===== src/rtl/nw_pkg.sv =====
// Shared types for the alignment traceback reader and grid writer.
// Word layout: {y, x}, x in the low CORD_LENGTH bits.
package nw_pkg;

    typedef enum logic [2:0] {
        IDLE,
        FETCH,
        WAIT,
        EMIT,
        DONE
    } state_t;

    typedef enum logic [1:0] {
        DIAG,
        LEFT,
        UP,
        BAD
    } step_t;

    localparam int WORD_X_LSB = 0;

    function automatic int word_y_lsb(input int cord_length);
        return cord_length;
    endfunction

endpackage


===== src/rtl/align_step_decode.sv =====
// Classifies one traceback step prev -> cur into a column type.
module align_step_decode
    import nw_pkg::*;
#(
    parameter int CORD_LENGTH = 8
) (
    input  logic [CORD_LENGTH-1:0] i_prev_x,
    input  logic [CORD_LENGTH-1:0] i_prev_y,
    input  logic [CORD_LENGTH-1:0] i_cur_x,
    input  logic [CORD_LENGTH-1:0] i_cur_y,
    output step_t                  o_step
);

    localparam logic [CORD_LENGTH:0] ONE  = (CORD_LENGTH+1)'(1);
    localparam logic [CORD_LENGTH:0] ZERO = '0;

    // One extra bit so a backwards step cannot alias to +1.
    logic [CORD_LENGTH:0] w_dx;
    logic [CORD_LENGTH:0] w_dy;

    assign w_dx = {1'b0, i_cur_x} - {1'b0, i_prev_x};
    assign w_dy = {1'b0, i_cur_y} - {1'b0, i_prev_y};

    always_comb begin
        o_step = BAD;
        unique case (1'b1)
            (w_dx == ONE)  && (w_dy == ONE):  o_step = DIAG;
            (w_dx == ONE)  && (w_dy == ZERO): o_step = LEFT;
            (w_dx == ZERO) && (w_dy == ONE):  o_step = UP;
            default:                          o_step = BAD;
        endcase
    end

endmodule


===== src/rtl/align_reader.sv =====
// Walks a stored traceback path backwards through memory and emits
// alignment columns in forward order with a running score.
module align_reader
    import nw_pkg::*;
#(
    parameter int        LENGTH      = 10,
    parameter int        CWIDTH      = 2,
    parameter int        SWIDTH      = 16,
    parameter int        CORD_LENGTH = 8,
    parameter int        ADDR_SIZE   = 9,
    parameter int signed MATCH       = 1,
    parameter int signed MISMATCH    = -1,
    parameter int signed INDEL       = -1
) (
    input  logic                     clk,
    input  logic                     reset,
    input  logic                     start,
    input  logic [ADDR_SIZE:0]       count,
    input  logic [LENGTH*CWIDTH-1:0] s1,
    input  logic [LENGTH*CWIDTH-1:0] s2,
    output logic [ADDR_SIZE-1:0]     raddr,
    input  logic [2*CORD_LENGTH-1:0] rdata,
    output logic                     out_valid,
    input  logic                     out_ready,
    output logic [CWIDTH-1:0]        out_c1,
    output logic [CWIDTH-1:0]        out_c2,
    output logic                     out_gap1,
    output logic                     out_gap2,
    output logic                     out_last,
    output logic                     done,
    output logic                     err,
    output logic signed [SWIDTH-1:0] score
);

    localparam int                     Y_LSB = word_y_lsb(CORD_LENGTH);
    localparam logic [CORD_LENGTH-1:0] C_MAX = CORD_LENGTH'(LENGTH - 1);

    state_t                     r_state;
    state_t                     w_next;
    logic [ADDR_SIZE-1:0]       r_addr;
    logic [CORD_LENGTH-1:0]     r_px;
    logic [CORD_LENGTH-1:0]     r_py;
    logic                       r_first;
    logic [CWIDTH-1:0]          r_c1;
    logic [CWIDTH-1:0]          r_c2;
    logic                       r_g1;
    logic                       r_g2;
    logic                       r_last;
    logic                       r_done;
    logic                       r_err;
    logic signed [SWIDTH-1:0]   r_score;

    logic [CORD_LENGTH-1:0]     w_cx;
    logic [CORD_LENGTH-1:0]     w_cy;
    step_t                      w_step;
    step_t                      w_kind;
    logic                       w_bad;
    logic [CWIDTH-1:0]          w_ch1;
    logic [CWIDTH-1:0]          w_ch2;
    logic [CWIDTH-1:0]          w_c1;
    logic [CWIDTH-1:0]          w_c2;
    logic                       w_g1;
    logic                       w_g2;
    logic signed [SWIDTH-1:0]   w_delta;

    function automatic logic [CWIDTH-1:0] pick(
        input logic [LENGTH*CWIDTH-1:0] s,
        input logic [CORD_LENGTH-1:0]   idx
    );
        pick = '0;
        for (int i = 0; i < LENGTH; i++) begin
            if (idx == CORD_LENGTH'(i)) pick = s[i*CWIDTH +: CWIDTH];
        end
    endfunction

    assign w_cx = rdata[WORD_X_LSB +: CORD_LENGTH];
    assign w_cy = rdata[Y_LSB +: CORD_LENGTH];

    align_step_decode #(
        .CORD_LENGTH(CORD_LENGTH)
    ) u_decode (
        .i_prev_x(r_px),
        .i_prev_y(r_py),
        .i_cur_x (w_cx),
        .i_cur_y (w_cy),
        .o_step  (w_step)
    );

    // The path origin has no predecessor and always opens a diagonal.
    always_comb begin
        w_kind = r_first ? DIAG : w_step;
        w_bad  = (w_cx > C_MAX) || (w_cy > C_MAX) || (w_kind == BAD);
        if (r_first && ((w_cx != '0) || (w_cy != '0))) w_bad = 1'b1;
        if ((r_addr == '0) && ((w_cx != C_MAX) || (w_cy != C_MAX))) w_bad = 1'b1;
    end

    always_comb begin
        w_ch1   = pick(s1, w_cy);
        w_ch2   = pick(s2, w_cx);
        w_c1    = '0;
        w_c2    = '0;
        w_g1    = 1'b0;
        w_g2    = 1'b0;
        w_delta = '0;
        case (w_kind)
            DIAG: begin
                w_c1    = w_ch1;
                w_c2    = w_ch2;
                w_delta = (w_ch1 == w_ch2) ? SWIDTH'(MATCH) : SWIDTH'(MISMATCH);
            end
            LEFT: begin
                w_g1    = 1'b1;
                w_c2    = w_ch2;
                w_delta = SWIDTH'(INDEL);
            end
            UP: begin
                w_c1    = w_ch1;
                w_g2    = 1'b1;
                w_delta = SWIDTH'(INDEL);
            end
            default: ;
        endcase
    end

    always_comb begin
        w_next = r_state;
        case (r_state)
            IDLE:    if (start) w_next = (count == '0) ? DONE : FETCH;
            FETCH:   w_next = WAIT;
            WAIT:    w_next = w_bad ? DONE : EMIT;
            EMIT:    if (out_ready) w_next = (r_addr == '0) ? DONE : FETCH;
            DONE:    w_next = IDLE;
            default: w_next = IDLE;
        endcase
    end

    always_ff @(posedge clk or negedge reset) begin
        if (!reset) begin
            r_state <= IDLE;
            r_addr  <= '0;
            r_px    <= '0;
            r_py    <= '0;
            r_first <= 1'b0;
            r_c1    <= '0;
            r_c2    <= '0;
            r_g1    <= 1'b0;
            r_g2    <= 1'b0;
            r_last  <= 1'b0;
            r_done  <= 1'b0;
            r_err   <= 1'b0;
            r_score <= '0;
        end else begin
            r_state <= w_next;
            r_done  <= (r_state == DONE);
            case (r_state)
                IDLE: begin
                    if (start) begin
                        r_addr  <= (count == '0) ? '0 : ADDR_SIZE'(count - 1'b1);
                        r_first <= 1'b1;
                        r_err   <= 1'b0;
                        r_score <= '0;
                    end
                end
                WAIT: begin
                    if (w_bad) begin
                        r_err <= 1'b1;
                    end else begin
                        r_c1    <= w_c1;
                        r_c2    <= w_c2;
                        r_g1    <= w_g1;
                        r_g2    <= w_g2;
                        r_last  <= (r_addr == '0);
                        r_px    <= w_cx;
                        r_py    <= w_cy;
                        r_first <= 1'b0;
                        r_score <= r_score + w_delta;
                    end
                end
                EMIT: begin
                    if (out_ready && (r_addr != '0)) r_addr <= r_addr - 1'b1;
                end
                default: ;
            endcase
        end
    end

    assign out_valid = (r_state == EMIT);
    assign raddr     = r_addr;
    assign out_c1    = r_c1;
    assign out_c2    = r_c2;
    assign out_gap1  = r_g1;
    assign out_gap2  = r_g2;
    assign out_last  = r_last;
    assign done      = r_done;
    assign err       = r_err;
    assign score     = r_score;

endmodule

===== config.mk =====
export PLATFORM = sky130hd
export DESIGN_NAME = align_reader
export DESIGN_NICKNAME = d
export VERILOG_FILES = /design/src/rtl/nw_pkg.sv /design/src/rtl/align_step_decode.sv /design/src/rtl/align_reader.sv
export SDC_FILE = /design/constraint.sdc
export NUM_CORES = 1
export LEC_CHECK = 0
export BUFFER_PORTS_ARGS = -buffer_cell sky130_fd_sc_hd__buf_4
export CAP_MARGIN = 20
export CORE_MARGIN = 3
export CORE_UTILIZATION = 25
export DETAILED_ROUTE_END_ITERATION = 7
export GPL_ROUTABILITY_DRIVEN = 0
export GPL_TIMING_DRIVEN = 0
export PLACE_DENSITY_LB_ADDON = 0.15
export RECOVER_POWER = 50
export SYNTH_ARGS = -nofsm -noshare
export SYNTH_HDL_FRONTEND = slang
export SYNTH_SLANG_ARGS = --single-unit
export TNS_END_PERCENT = 30

===== constraint.sdc =====
create_clock -name clk -period 6 [get_ports clk]
set_input_delay 0 -clock clk [delete_from_list [all_inputs] [get_ports clk]]
set_output_delay 0 -clock clk [all_outputs]
set_load 0.02 [all_outputs]

==> out/qor.txt <==
PWR
-------------------------------------------------------------------------------
Maximum vdd drop                                                     0.000103 V
Final Total Pwr                                                         1210 uW
Power density over the cells                                        221 mW/mm^2
Static Leak                                                          0.00249 uW

YOSYS
-------------------------------------------------------------------------------
Flop and latch count out of synthesis                                        54
Average size of a mapped cell                                         8.51 um^2
Async set-or-reset flop fraction in the synthesized netlist                100%
Cell area after technology mapping                                 0.00431 mm^2
Number of instances in the synthesized netlist                              507
Post-synthesis cell type count                                               53
Yosys warning total                                                           0
Number of enable flip-flop cells after synthesis                              0
Ys flop type                                                            dfrtp_1
Net Count, Synth                                                            617
Register area share after synthesis                                       31.3%

CLOCKING
-------------------------------------------------------------------------------
Maximum number of buffers from clock root to sink                             2
CTS tree                                                                    yes
Reg clk slew, reported paths                                            0.08 ns
Maximum level of the CTS H-tree                                               2
Cell chosen for the clock root                                        clkbuf_16
Number of clock sinks seen by CTS                                            54
Insertion delay of the later-clocked pin in the worst-skew pair         0.30 ns
Number of buffers added by the clock tree synthesis step                      5

WORST SETUP PATH
-------------------------------------------------------------------------------
Setup slack, reg-to-reg                                                 0.55 ns
Worst-case reg-to-reg path depth                                             24
Start point of the critical path                                   r_px[1]$_DFFE_PN0P_
Data arrival time of the critical path                                  5.63 ns
Crit path to                                                       score[10]$_DFFE_PN0P_
Endpoint required time on the critical path                             6.18 ns
Peak fanout along the critical path                                           9
Critical path capture point type                                           flop
Critical register-to-register path startpoint                      r_px[1]$_DFFE_PN0P_
Endpoint of the worst register-to-register path                    score[10]$_DFFE_PN0P_
Startpoint class of the critical path                                      flop
Worst setup path class                                                  reg2reg

HOLD PATH
-------------------------------------------------------------------------------
Number of stages on the worst hold path                                       4
Path type of the worst min-delay path                                    in2reg

DIE
-------------------------------------------------------------------------------
Core Footprint                                                      0.0168 mm^2
I/O Pins                                                                    105
Overall die width                                                        137 um
Total Die Area                                                      0.0189 mm^2
Row Count                                                                    47
Die span in y                                                            137 um
Initial standard-cell utilization of the core                             25.7%

CELLS AND AREA
-------------------------------------------------------------------------------
Proportion of layout cells with a drive suffix above 1                    18.8%
Fill cell instance count of the final layout                               1785
Layout-stage area growth over the synthesis result                        27.1%
Non-filler instance count after layout                                      844
Number of nets at the end of the flow                                       733
Number of diodes added for antenna fixing                                     0

DETAILED ROUTING
-------------------------------------------------------------------------------
DRC errors left                                                               0
Antenna Violating Nets Remaining                                              0
Final wirelength                                                        12.3 mm
Via count                                                                  4049
Detail-routed net length per standard cell                              14.6 um
Detailed-routing iteration count for the pre-antenna-repair pass              4
Vias per std cell                                                          4.80
Violation count after the first detailed-route iteration                    183

PLACED DESIGN
-------------------------------------------------------------------------------
Placed insts                                                                830
Port-buffer cells                                                           103
Post-DP HPWL                                                            9.58 mm

STA
-------------------------------------------------------------------------------
Final worst path period need                                            5.45 ns
Total setup violations reported at the end of the flow                        0
Crit share post-route                                                     90.8%
Unrepaired setup endpoints after global routing                           false
Top achievable clock speed                                              183 MHz
Max-slew headroom at the worst pin                                        -108%
Transition time of the tightest slew-check pin                          3.12 ns
Number of hold-slack violations in the final timing report                    0
Worst-case clock skew                                                 0.0101 ns
Count of final max-slew check failures                                       55

GRT
-------------------------------------------------------------------------------
Global-route total usage across every layer                               13.2%
Antenna violations before repair                                              0
Vias in the first global route                                             4009
Global route total overflow                                                   0
Maximum number of pins on one net before global-route repair                 55
Wire length of the first global-routing pass                            20.0 mm

JOB
-------------------------------------------------------------------------------
Count of max-cap constraint violations                                        1

STATUS
-------------------------------------------------------------------------------
Run status                                                         finished with violations
Violated checks                                                    capacitance limit, slew limit

[cell families (layout without fill, tap and decap cells)]
group | Yosys count | after routing | synth area share (%)
mux | 23 | 23 | 6.50
xor+xnor | 22 | 22 | 4.47
fa+ha+maj | 40 | 40 | 12.1
simple gates | 149 | 149 | 17.7
compound gates | 153 | 153 | 21.7
buf+inv | 66 | 183 | 6.21
flops | 54 | 54 | 31.3
[cell usage after synthesis, types with 12 or more instances]
cell / number / share of area [%]
clkbuf_1: 12 / 1.0
inv_1: 44 / 3.8
dfrtp_1: 54 / 31
o21ai_0: 54 / 6.3
a21oi_1: 30 / 3.5
xnor2_1: 12 / 2.4
nand2_1: 30 / 2.6
nand3_1: 25 / 2.9
a31oi_1: 18 / 2.6
ha_1: 37 / 11
nor2_1: 32 / 2.8
nor3_1: 14 / 1.6
[timing repair]
item,in CTS,in global routing
hold buffers,2,0
pin swaps,1,1
gates resized for setup,1,8
buffers inserted,3,1
hold endpoints to repair,55,0
endpoints found under the setup margin,4,5
[stage by stage]
step / utilization, % / hold slack [ns] / setup WS [ns] / setup TNS, ns / instance area (um^2)
floorplan: - / -0.296 / 0.237 / 0 / 4310
global route: 32.7 / 0.0440 / 0.0385 / 0 / 5480
finish: 32.7 / 0.0258 / 0.549 / 0 / 5480
CTS: 33.2 / 0.0174 / 0.0542 / 0 / 5560
detailed placement: 32.0 / 0.126 / -0.512 / -0.733 / 5370
global placement: 32.0 / 0.119 / -0.962 / -3.87 / 5360
[worst max-delay path, stage by stage, from the launching register on]
cell and delay (ns):
dfrtp_1 0.40, inv_1 0.06, ha_1 0.26, nor2b_1 0.13, o21ai_1 0.17, a21boi_0 0.15, or4_1 0.42, o2111ai_1 0.14
mux2_2 0.36, a22o_1 0.28, a31oi_4 0.25, inv_1 0.09, ha_1 0.22, o21ai_1 0.21, a21oi_4 0.12, buf_4 0.20
fa_1 0.44, a21o_1 0.18, a21o_1 0.19, a21oi_1 0.20, o21ai_0 0.18, a31o_2 0.29, a21oi_1 0.18, xor2_1 0.15
o21ai_0 0.09
[routing by layer]
layer / routed length [um] / track usage [%]
met5: 0 / 0
met4: 111 / 2.88
met3: 604 / 2.26
met2: 5700 / 21.7
met1: 5920 / 18.0
[worst min-delay path by stage]
stage | startpoint | end | slack [ns]
after floorplan | reset | done$_DFF_PN0_ | -0.30
after global placement | reset | score[6]$_DFFE_PN0P_ | 0.12
after detailed placement | reset | score[5]$_DFFE_PN0P_ | 0.13
after CTS | out_ready | r_state[2]$_DFFE_PN0P_ | 0.02
after global routing | out_ready | r_state[2]$_DFFE_PN0P_ | 0.04
final | out_ready | r_state[0]$_DFFE_PN0P_ | 0.03
[state kept, by name, summed over array words and instances, names as in the netlist]
| signal | flops |
|---|---|
| r_px | 8 |
| out_c1 | 2 |
| r_state | 3 |
| done | 1 |
| raddr | 9 |
| out_gap2 | 1 |
| r_first | 1 |
| out_last | 1 |
| r_py | 8 |
| score | 16 |
| out_c2 | 2 |
| out_gap1 | 1 |
| err | 1 |
[cell type report]
class	instances	area, um^2	share of cell area (%)
inverters	44	165	3.01
clock inverters	1	5.00	0.0913
multi-input cells	387	2730	49.9
well taps	220	275	5.02
repair buffers	109	707	12.9
plain buffers	22	103	1.87
flip-flops and latches	54	1350	24.7
clock buffers	7	143	2.60
[cell usage in the layout, fill, tap and decap left out, types with 10 or more instances in the layout]
cell | synthesis | routed
a21oi_1 | 30 | 29
a31oi_1 | 18 | 17
buf_4 | 3 | 79
clkbuf_1 | 12 | 44
dfrtp_1 | 54 | 54
ha_1 | 37 | 37
inv_1 | 44 | 44
mux2_2 | 10 | 10
mux2i_1 | 10 | 10
nand2_1 | 30 | 30
nand3_1 | 25 | 25
nor2_1 | 32 | 32
nor3_1 | 14 | 14
o21ai_0 | 54 | 50
xnor2_1 | 12 | 12
xor2_1 | 10 | 10
[where the power goes]
| group | total (uW) | switching (uW) | internal, uW |
|---|---|---|---|
| combinational | 449 | 279 | 170 |
| clock | 305 | 138 | 166 |
| sequential | 460 | 52.4 | 408 |
Note: power is estimated with default switching activity, not from simulation.
